--- config.mk ---
export PLATFORM = sky130hd
export DESIGN_NAME = midi_note_decoder
export DESIGN_NICKNAME = d
export VERILOG_FILES = /design/src/rtl/midi_note_decoder.sv
export SDC_FILE = /design/constraint.sdc
export NUM_CORES = 1
export LEC_CHECK = 0
export CORE_ASPECT_RATIO = 0.8
export CORE_MARGIN = 2
export CORE_UTILIZATION = 43
export DETAILED_ROUTE_END_ITERATION = 12
export PLACE_DENSITY_LB_ADDON = 0.12
export SKIP_LAST_GASP = 1
export SLEW_MARGIN = 20
export SYNTH_ARGS = -nofsm -noshare
export SYNTH_HDL_FRONTEND = slang
export SYNTH_SLANG_ARGS = --single-unit
export TNS_END_PERCENT = 20
--- constraint.sdc ---
create_clock -name clock_50_000_000 -period 1.8 [get_ports clock_50_000_000]
set_clock_uncertainty 0.2 [all_clocks]
set_input_delay 0.36 -clock clock_50_000_000 [delete_from_list [all_inputs] [get_ports clock_50_000_000]]
set_output_delay 0.36 -clock clock_50_000_000 [all_outputs]
set_load 0.02 [all_outputs]
--- src/rtl/midi_note_decoder.sv ---
// midi_note_decoder: MIDI channel-message parser producing note on/off events
// Ports: clock_50_000_000/reset (sync, active-high); rx_byte/rx_valid byte stream in;
//   note_status/note_number/note_velocity held event fields, note_ready 1-cycle strobe;
//   stray_data 1-cycle strobe for data bytes with no running status.
// Optional: define MIDI_CC_DECODE_EN to add cc_number/cc_value/cc_ready (Control Change 0xBn).
module midi_note_decoder #(
  parameter int CHANNEL = 0,
  parameter int OMNI = 0,
  parameter int DATA_WIDTH = 7
) (
  input  logic                  clock_50_000_000,
  input  logic                  reset,
  input  logic [7:0]            rx_byte,
  input  logic                  rx_valid,
  output logic                  note_status,
  output logic [DATA_WIDTH-1:0] note_number,
  output logic [DATA_WIDTH-1:0] note_velocity,
  output logic                  note_ready,
`ifdef MIDI_CC_DECODE_EN
  output logic [DATA_WIDTH-1:0] cc_number,
  output logic [DATA_WIDTH-1:0] cc_value,
  output logic                  cc_ready,
`endif
  output logic                  stray_data
);
  typedef enum logic [1:0] {IDLE, WAIT_D1, WAIT_D2, SKIP} state_t;
  localparam logic [3:0] ch_sel = 4'(CHANNEL);
  state_t state, state_n;
  logic [3:0] run_hi, run_hi_n;
  logic [6:0] d1, d1_n;
  logic status_n, ready_n, stray_n;
  logic [DATA_WIDTH-1:0] number_n, velocity_n;
  logic is_rt, is_sys, ch_ok, is_note, is_cc, accept, vel_nz;
`ifdef MIDI_CC_DECODE_EN
  logic [DATA_WIDTH-1:0] cc_number_n, cc_value_n;
  logic cc_ready_n;
`endif
  assign is_rt   = rx_byte[7:3] == 5'b11111;
  assign is_sys  = rx_byte[7:4] == 4'hF;
  assign ch_ok   = (OMNI != 0) || (rx_byte[3:0] == ch_sel);
  assign is_note = rx_byte[7:4] == 4'h8 || rx_byte[7:4] == 4'h9;
`ifdef MIDI_CC_DECODE_EN
  assign is_cc   = rx_byte[7:4] == 4'hB;
`else
  assign is_cc   = 1'b0;
`endif
  assign accept  = ch_ok && (is_note || is_cc);
  assign vel_nz  = rx_byte[6:0] != 7'd0;
  always_comb begin
    state_n    = state;
    run_hi_n   = run_hi;
    d1_n       = d1;
    status_n   = note_status;
    number_n   = note_number;
    velocity_n = note_velocity;
    ready_n    = 1'b0;
    stray_n    = 1'b0;
`ifdef MIDI_CC_DECODE_EN
    cc_number_n = cc_number;
    cc_value_n  = cc_value;
    cc_ready_n  = 1'b0;
`endif
    if (rx_valid && !is_rt) begin
      if (rx_byte[7]) begin
        run_hi_n = is_sys ? 4'h0 : rx_byte[7:4];
        // EOX carries no data, so following data bytes have no running status
        state_n  = (rx_byte == 8'hF7) ? IDLE : (!is_sys && accept) ? WAIT_D1 : SKIP;
      end else begin
        case (state)
          IDLE: stray_n = 1'b1;
          WAIT_D1: begin
            d1_n    = rx_byte[6:0];
            state_n = WAIT_D2;
          end
          WAIT_D2: begin
            state_n = WAIT_D1;
`ifdef MIDI_CC_DECODE_EN
            if (run_hi == 4'hB) begin
              cc_number_n = DATA_WIDTH'(d1);
              cc_value_n  = DATA_WIDTH'(rx_byte[6:0]);
              cc_ready_n  = 1'b1;
            end else begin
`else
            begin
`endif
              // Note On with zero velocity is an Off by MIDI convention
              status_n   = run_hi == 4'h9 && vel_nz;
              number_n   = DATA_WIDTH'(d1);
              velocity_n = (run_hi == 4'h9 && vel_nz) ? DATA_WIDTH'(rx_byte[6:0]) : '0;
              ready_n    = 1'b1;
            end
          end
          default: ;
        endcase
      end
    end
  end
  always_ff @(posedge clock_50_000_000) begin
    if (reset) begin
      state         <= IDLE;
      run_hi        <= 4'h0;
      d1            <= 7'd0;
      note_status   <= 1'b0;
      note_number   <= '0;
      note_velocity <= '0;
      note_ready    <= 1'b0;
      stray_data    <= 1'b0;
    end else begin
      state         <= state_n;
      run_hi        <= run_hi_n;
      d1            <= d1_n;
      note_status   <= status_n;
      note_number   <= number_n;
      note_velocity <= velocity_n;
      note_ready    <= ready_n;
      stray_data    <= stray_n;
    end
  end
`ifdef MIDI_CC_DECODE_EN
  always_ff @(posedge clock_50_000_000) begin
    if (reset) begin
      cc_number <= '0;
      cc_value  <= '0;
      cc_ready  <= 1'b0;
    end else begin
      cc_number <= cc_number_n;
      cc_value  <= cc_value_n;
      cc_ready  <= cc_ready_n;
    end
  end
`endif
endmodule

==> flow_summary.yaml, run 1 <==
status:
  status: "finished, violations left"
  failed_checks: "negative setup slack"
die:
  rows: 16
  start_util: 0.466
  die-area_um2: 3170
  die_y_um: 50.8
  design.core.area_um2: 2520
  die_x_um: 62.4
  io_pins: 28
synth:
  synth_seq_area_share: 0.511
  ys_top_cells_by_count: "dfxtp_1, nand2_1, nor2_1"
  synth_area_leader_cell: "dfxtp_1"
  yosysMostFrequentCell: "dfxtp_1"
  synth_area_leaders: "dfxtp_1, mux2i_1, nand2_1"
  postSynthCellCount: 123
  synth_flop_cell: "dfxtp_1"
  ys_types: 27
  syn_area_per_cell_um2: 9.55
  syn-cell-area_um2: 1170
  synth_nets: 134
  async_reset_ff_frac: 0
  ys_ff_latch: 30
  synth_edf_count: 0
  synth_top_area_frac: 0.511
  yosys_warnings: 0
grt:
  grt_util_all_layers: 0.186
  grt_pass1_vias: 976
  antenna_found_initial: 0
  grt-ovfl-total: 0
  grt_max_degree: 18
  grt_pass1_wl_um: 4390
clocking:
  cts_root_buf: "clkbuf_4"
  clock_sinks: 30
  clk_latency_ns: 0.33
  clock_path_buffers: 2
  cts_made_buffers: 5
  clkTransAtPathRegs_ns: 0.10
  tritoncts: "built"
  cts-htree-levels: 2
  cts_setup_buffers: 0
min_path:
  hp-class: "in -> reg"
  whs_endpoint: "note_velocity[1]$_SDFFE_PP0P_"
  hold_path.startpoint: "rx_byte[1]"
  holdPathStages: 3
sta:
  fin_ws_ns: -0.0471
  maxSlewHeadroom: 0.787
  setup_viol: 12
  worst_slew_pin_slew_ns: 0.319
  slew_viol_final: 0
  period_needed_ns: 1.85
  rsz0062_at_grt: "yes"
  max_freq_mhz: 541
  period_share: 1.03
  hold_viol_final: 0
  holdWs_ns: 0.152
drt:
  vias: 1034
  drt_drc_violations_left: 0
  viasPerCell: 5.00
  drt-wirelength-per-cell_um: 12.9
  routed_wl_um: 2680
  final_antenna_net_count: 0
  firstDrtPassIters: 5
  drtIter0Drc: 27
placement:
  placed_cell_area_um2: 1600
  gp_congestion: 0.819
  port_buffers: 27
  post-place-cells: 199
  hpwl_um: 2030
cells_and_area:
  nFillCells: 227
  design_area_um2: 1680
  multi_input_area_um2: 531
  nets: 181
  drive_gt1_frac: 0.211
  final_cells: 207
  final_core_util: 0.668
  register_area_um2: 601
  area_growth_pct: 43.3
  n_antenna_cell: 0
worst_setup_path:
  crit_path_top_delay_cell: "clkdlybuf4s50_1"
  crit_buf_inv: 1
  ff2ff_path_depth: 4
  worstPathRequired_ns: 1.24
  path_class: "reg -> out"
  worstReg2RegStart: "run_hi[2]$_SDFFE_PP0P_"
  max_stage_delay_ns: 0.61
  path_cells: "clkdlybuf4s50_1"
  rr_endpoint: "note_velocity[2]$_SDFFE_PP0P_"
  crit_path_end_kind: "output pin"
  critical_path_arrival_ns: 1.29
  r2r_slack_ns: 0.36
  crit_fanout: 2
  cp-start-kind: "flip-flop"
  cp_top_family: "buffers and inverters"
power_and_ir_drop:
  ir_drop_v: 0.000699
  power_per_cell_area_nw_per_um2: 799
  p_leak_nw: 0.738
job:
  maxCapViolCount: 0
-- through the flow --
stage,TNS [ns],worst slack [ns],power [mW]
CTS,-0.807,-0.0811,1.36
global placement,-7.87,-0.587,0.827
detailed placement,-8.35,-0.621,0.830
global route,-1.04,-0.0985,1.41
finish,-0.295,-0.0471,1.35
floorplan,-0.560,-0.140,0.759
-- repair_timing --
item,CTS,global route
pin swaps,4,0
setup endpoints to repair,22,25
cloned,0,0
resized for setup,17,5
hold buffers,0,0
-- flip-flops by register name, summed over array words and instances, names as in the netlist --
signal,cells
note_ready,1
d1,7
note_velocity,7
note_status,1
note_number,7
run_hi,4
stray_data,1
state,2
-- logic make-up after synthesis --
group,Yosys count,share of synthesized area
buf+inv,7,0.0437
compound gates,24,0.135
flops,30,0.511
simple gates,54,0.242
mux,8,0.0682
-- metal layers --
layer	track usage	wire [um]	vias up	part of all wire
met5	0	0	-	0
met4	0.0963	64	0	0.024
met3	0.0628	122	8	0.046
met2	0.287	1190	25	0.45
met1	0.233	1300	474	0.48
li1	-	-	527	-
-- final cells by class --
type | count | area share
Clock inverter | 3 | 0.0267
Clock buffer | 5 | 0.0223
Multi-Input combinational cell | 86 | 0.315
Timing Repair Buffer | 46 | 0.250
Sequential cell | 30 | 0.357
Inverter | 1 | 0.00223
Tap cell | 36 | 0.0267
-- cell usage in the layout (no fill, tap or decap), types with 2 or more instances in the layout --
| cell type | netlist | layout |
|---|---|---|
| o21ai_1 | 2 | 2 |
| buf_4 | 0 | 18 |
| and3_1 | 2 | 2 |
| buf_2 | 0 | 3 |
| clkdlybuf4s50_1 | 0 | 17 |
| a21oi_1 | 12 | 12 |
| mux2i_1 | 8 | 8 |
| dlymetal6s2s_1 | 0 | 5 |
| clkbuf_4 | 0 | 5 |
| o22a_1 | 2 | 2 |
| nor2_1 | 13 | 13 |
| clkinvlp_4 | 0 | 2 |
| nand2_1 | 21 | 21 |
| a22o_1 | 7 | 7 |
| dfxtp_1 | 30 | 30 |
| or4_4 | 0 | 2 |
| nor3_1 | 2 | 2 |
| nand3_1 | 4 | 4 |
-- power by group --
group	internal [mW]	total, mW	switching [mW]
clock network	0.291	0.532	0.241
registers	0.677	0.686	0.00906
logic	0.0650	0.128	0.0631
total	1.03	1.35	0.313
-- worst reg2reg max path: stages, from the launching register on --
cell      delay [ns]
dfxtp_1         0.34
and4bb_2        0.27
nor3b_4         0.16
and2_4          0.18
a22o_1          0.19
-- worst max path at each step --
stage / end / slack [ns] / depth (start not counted) / start
6_report: note_number[4] / -0.05 / 1 / note_number[4]$_SDFFE_PP0P_
3_5_place_dp: note_velocity[2]$_SDFFE_PP0P_ / -0.62 / 5 / rx_byte[0]
3_3_place_gp: note_velocity[0]$_SDFFE_PP0P_ / -0.59 / 5 / rx_byte[0]
2_1_floorplan: note_velocity[0]$_SDFFE_PP0P_ / -0.14 / 4 / rx_byte[0]
5_1_grt: note_status / -0.1 / 1 / note_status$_SDFFE_PP0P_
4_1_cts: note_velocity[0] / -0.08 / 1 / note_velocity[0]$_SDFFE_PP0P_
Note: power is estimated with default switching activity, not from simulation.
==> run 2, diff against run 1 <==
- CORE_UTILIZATION: 43 -> 54
- DONT_BUFFER_PORTS: not set -> 1
==> run 2 against run 1 <==
  * The flow now finishes without violations
  * Via count down 6.5%
  * Largest cell class unchanged
  * Register-to-register slack worse by 0.10 ns
  * Combinational power down 31%
  * Sequential share of layout area up 8.8 points
==> flow_summary.yaml, run 2 (synthesis gave the netlist of run 1 again) <==
power_and_ir_drop:
  clkPwrFrac: 0.329
  ir_drop_v: 0.000568
  pwr-share-seq: 0.595
  power_per_cell_area_nw_per_um2: 857
  swShare: 0.227
  p_comb_frac: 0.077
  switchingPower_mw: 0.263
  p_int_mw: 0.895
  p_leak_nw: 0.500
cells_and_area:
  mostFrequentLayoutCells: "dfxtp_1, nand2_1, nor2_1"
  final_core_util: 0.643
  register_area_um2: 601
  multi_input_area_um2: 524
  design_area_um2: 1350
  nFillCells: 191
  drive_gt1_frac: 0.109
  largestRegisters: "d1 x7, note_number x7, note_velocity x7"
  final_common_cell: "dfxtp_1"
  area_growth_pct: 15.0
  n_antenna_cell: 0
  final_cells: 163
  nets: 150
status:
  status: "completed"
clocking:
  cts-htree-levels: 2
  clock_sinks: 30
  cts_setup_buffers: 0
  clock_path_buffers: 2
  cts_root_buf: "clkbuf_4"
  clk_latency_ns: 0.32
  clkTransAtPathRegs_ns: 0.08
  cts_made_buffers: 5
  tritoncts: "built"
sta:
  hold_viol_final: 0
  period_needed_ns: 1.73
  worst_slew_pin_slew_ns: 0.794
  holdWs_ns: 0.0772
  slew_viol_final: 0
  rsz0062_at_grt: "no"
  fin_ws_ns: 0.0711
  maxSlewHeadroom: 0.469
  max_freq_mhz: 578
  setup_viol: 0
  period_share: 0.960
worst_setup_path:
  crit_fanout: 8
  crit_path_top_delay_cell: "dlygate4sd3_1"
  ff2ff_path_depth: 4
  cp_top_family: "simple AND/OR/NAND/NOR gates"
  crit_cells: 5
  path_cells: "dlygate4sd3_1 -> nor2_1 -> and3_2 -> mux2i_1 -> nor2_1"
  worstPathRequired_ns: 1.79
  path_class: "in -> reg"
  crit_path_end_kind: "flip-flop"
  critical_path_arrival_ns: 1.71
  cp_common_cell: "nor2_1"
  cp-start-kind: "input pin"
  crit_buf_inv: 1
  max_stage_delay_ns: 0.54
drt:
  drt_drc_violations_left: 0
  vias: 967
  firstDrtPassIters: 4
  routed_wl_um: 2740
  viasPerCell: 5.93
  final_antenna_net_count: 0
  drtIter0Drc: 27
  drt-wirelength-per-cell_um: 16.8
grt:
  grt_pass1_vias: 959
  grt_pass1_wl_um: 4340
  grt-ovfl-total: 0
  grt_max_degree: 23
  antenna_found_initial: 0
  grt_util_all_layers: 0.238
placement:
  port_buffers: 0
  gp_congestion: 0.883
  post-place-cells: 146
  dpl_worst_slack_ns: -0.215
  hpwl_um: 1810
  placed_cell_area_um2: 1190
die:
  die_x_um: 56.2
  rows: 15
  start_util: 0.559
  die-area_um2: 2570
  io_pins: 28
  die_y_um: 45.7
  design.core.area_um2: 2100
job:
  maxCapViolCount: 0
min_path:
  hp-class: "in -> reg"
  holdPathStages: 2
run 2: cell types whose count changed in the layout (fill, tap and decap cells not counted), sizes merged, moves of 2 or more:
cell / previous run / this run
buf: 22 / 4
clkdlybuf4s50: 17 / 0
clkinvlp: 2 / 0
dlygate4sd3: 0 / 11
dlymetal6s2s: 5 / 0
run 2: through the flow:
stage / power, mW / TNS [ns]
6_report: 1.16 / 0
5_1_grt: 1.22 / 0
4_1_cts: 1.17 / 0
3_5_place_dp: 0.760 / -0.904
3_3_place_gp: 0.757 / -0.796
2_1_floorplan: 0.759 / -0.560
run 2: metal layers:
layer | routed length [um] | global-route usage | vias to the layer above
met5 | 0 | 0 | -
met4 | 82 | 0.114 | 0
met3 | 194 | 0.102 | 10
met2 | 1310 | 0.391 | 33
met1 | 1150 | 0.273 | 458
li1 | - | - | 466
run 2: final timing paths:
check                   startpoint                       endpoint  slack, ns
max                     rx_byte[7]             d1[2]$_SDFFE_PP0P_       0.07
min                          reset  note_velocity[5]$_SDFFE_PP0P_       0.08
max reg2reg  state[0]$_SDFFE_PP0P_  note_velocity[0]$_SDFFE_PP0P_       0.26
min reg2reg     d1[4]$_SDFFE_PP0P_    note_number[4]$_SDFFE_PP0P_       0.26
run 2: area by class of cell:
type | count | area share
flip-flops and latches | 30 | 0.444
multi-input cells | 86 | 0.388
repair buffers | 15 | 0.104
clock buffers | 6 | 0.0380
well taps | 25 | 0.0231
inverters | 1 | 0.00278
run 2: what timing repair did:
| item | CTS | global route |
|---|---|---|
| hold buffers | 10 | 1 |
| resized for setup | 0 | 1 |
| hold endpoints to repair | 29 | 1 |
| endpoints found under the setup margin | 0 | 7 |
run 2: worst reg2reg max path, stage by stage, from the launching register on:
cell     delay, ns
dfxtp_1       0.35
nor2_1        0.15
and3_1        0.40
nor2_4        0.10
a22o_1        0.25
run 2: power by group through the flow:
stage               clock [mW]  combinational [mW]  sequential (mW)
floorplan                    0              0.0579            0.701
global placement             0              0.0541            0.703
detailed placement           0              0.0557            0.704
CTS                      0.395              0.0850            0.688
global route             0.428              0.0974            0.690
finish                   0.381              0.0886            0.689
==> run 3, diff against run 2 <==
- CORE_UTILIZATION: 54 -> 59
- clock period: 1.8 -> 1.7 ns (I/O delays scaled with it)
==> run 3 against run 2 <==
  * Register-to-register slack lost 0.10 ns
  * Sequential share of layout area shrank 0.53 points
  * Worst hold slack lost 0.027 ns
  * Largest cell class unchanged
  * Largest power group unchanged
==> flow_summary.yaml, run 3 (synthesis gave the netlist of run 1 again) <==
die:
  die_x_um: 53.9
  io_pins: 28
  design.core.area_um2: 1870
  start_util: 0.627
  rows: 14
  die_y_um: 43.9
  die-area_um2: 2370
worst_setup_path:
  max_stage_delay_ns: 0.52
  critical_path_arrival_ns: 1.64
  worstPathRequired_ns: 1.73
  crit_path_end_kind: "flip-flop"
  cp_top_family: "simple AND/OR/NAND/NOR gates"
  rr_endpoint: "stray_data$_SDFF_PP0_"
  cp_common_cell: "or4_1"
  ff2ff_path_depth: 4
  crit_fanout: 4
  r2r_slack_ns: 0.16
  path_cells: "or4_1 -> or4_1 -> and2_4 -> a22o_1"
  cp-start-kind: "input pin"
  path_class: "in -> reg"
  crit_path_top_delay_cell: "or4_1"
  worstReg2RegStart: "state[1]$_SDFFE_PP0P_"
  crit_buf_inv: 0
sta:
  period_share: 0.949
  max_freq_mhz: 620
  hold_viol_final: 0
  fin_ws_ns: 0.0859
  rsz0062_at_grt: "no"
  slew_viol_final: 0
  worst_slew_pin_slew_ns: 0.770
  period_needed_ns: 1.61
  fin_setup_tns_ns: 0
  setup_viol: 0
  maxSlewHeadroom: 0.485
job:
  maxCapViolCount: 0
clocking:
  cts_made_buffers: 5
  clock_sinks: 30
  clkTransAtPathRegs_ns: 0.09
  cts-htree-levels: 2
  clock_path_buffers: 2
  clk_latency_ns: 0.33
  cts_setup_buffers: 0
  cts_root_buf: "clkbuf_4"
  tritoncts: "built"
power_and_ir_drop:
  p_leak_nw: 0.511
  ir_drop_v: 0.000676
  power_per_cell_area_nw_per_um2: 984
  power.total_mw: 1.35
placement:
  dpl_worst_slack_ns: -0.266
  post-place-cells: 145
  hpwl_um: 1720
  port_buffers: 0
  gp_congestion: 0.804
drt:
  wl_met2_um: 1230
  highest_layer: "met4"
  viasPerCell: 5.90
  wl_met3_um: 206
  drt_drc_violations_left: 0
  drt-met1-wl_um: 1170
  routed_wl_um: 2640
  final_antenna_net_count: 0
  vias: 961
  firstDrtPassIters: 4
  drtIter0Drc: 32
  drt-wirelength-per-cell_um: 16.2
grt:
  antenna_found_initial: 0
  grt_pass1_vias: 879
  grt_max_degree: 23
  grt_util_all_layers: 0.264
  grt-ovfl-total: 0
  grt_pass1_wl_um: 4290
cells_and_area:
  final_common_cell: "dfxtp_1"
  multi_input_area_um2: 524
  area_growth_pct: 16.4
  n_antenna_cell: 0
  largestRegisters: "d1 x7, note_number x7, note_velocity x7"
  nFillCells: 138
  register_area_um2: 601
  mostFrequentLayoutCells: "dfxtp_1, nand2_1, nor2_1"
  nets: 149
  final_cells: 163
  drive_gt1_frac: 0.122
status:
  status: "completed"
min_path:
  holdPathStages: 2
  whs_endpoint: "note_velocity[4]$_SDFFE_PP0P_"
  hold_path.startpoint: "reset"
  hp-class: "in -> reg"
-- run 3: what timing repair did --
item,4_1_cts,5_1_grt
hold buffers,10,0
gates resized for setup,0,1
endpoints found under the setup margin,0,7
endpoints found under the hold margin,29,0
-- run 3: metal layers --
metal | GRT usage | vias up
met2 | 0.398 | 34
li1 | - | 464
met3 | 0.110 | 4
met4 | 0.0923 | 0
met5 | 0 | -
met1 | 0.339 | 459
-- run 3: through the flow --
stage	instance area [um2]	hold slack, ns	utilization
after floorplan	1170	0.227	-
after global placement	1190	0.214	0.634
after detailed placement	1190	0.215	0.634
after CTS	1370	0.0528	0.729
after global routing	1370	0.0446	0.730
final	1370	0.0506	0.730
-- run 3: worst max-delay path by stage --
stage,cells after the start,to,from
after detailed placement,4,note_velocity[0]$_SDFFE_PP0P_,rx_byte[0]
after global routing,4,stray_data$_SDFF_PP0_,state[1]$_SDFFE_PP0P_
final,4,note_velocity[0]$_SDFFE_PP0P_,rx_byte[0]
after floorplan,4,note_velocity[0]$_SDFFE_PP0P_,rx_byte[0]
after CTS,4,note_velocity[0]$_SDFFE_PP0P_,rx_byte[0]
after global placement,4,note_velocity[2]$_SDFFE_PP0P_,rx_byte[0]
-- run 3: layout make-up --
type / instances / share of cell area
multi-input combinational: 86 / 0.383
inverter: 1 / 0.00274
clock buffer: 8 / 0.0576
sequential: 30 / 0.439
tap: 24 / 0.0220
timing repair buffer: 14 / 0.0952
-- run 3: report_power, final --
group | internal, mW | leakage, nW | total (mW) | switching (mW)
clock network | 0.282 | 0.0446 | 0.524 | 0.241
registers | 0.716 | 0.243 | 0.729 | 0.0127
logic | 0.0452 | 0.224 | 0.0932 | 0.0480
-- run 3: worst register-to-register path: cells and delay by family (launching register included) --
family                 cells  cell delay (ns)
buffers and inverters      1             0.59
flip-flops                 1             0.35
AND/OR/NAND/NOR            3             0.33
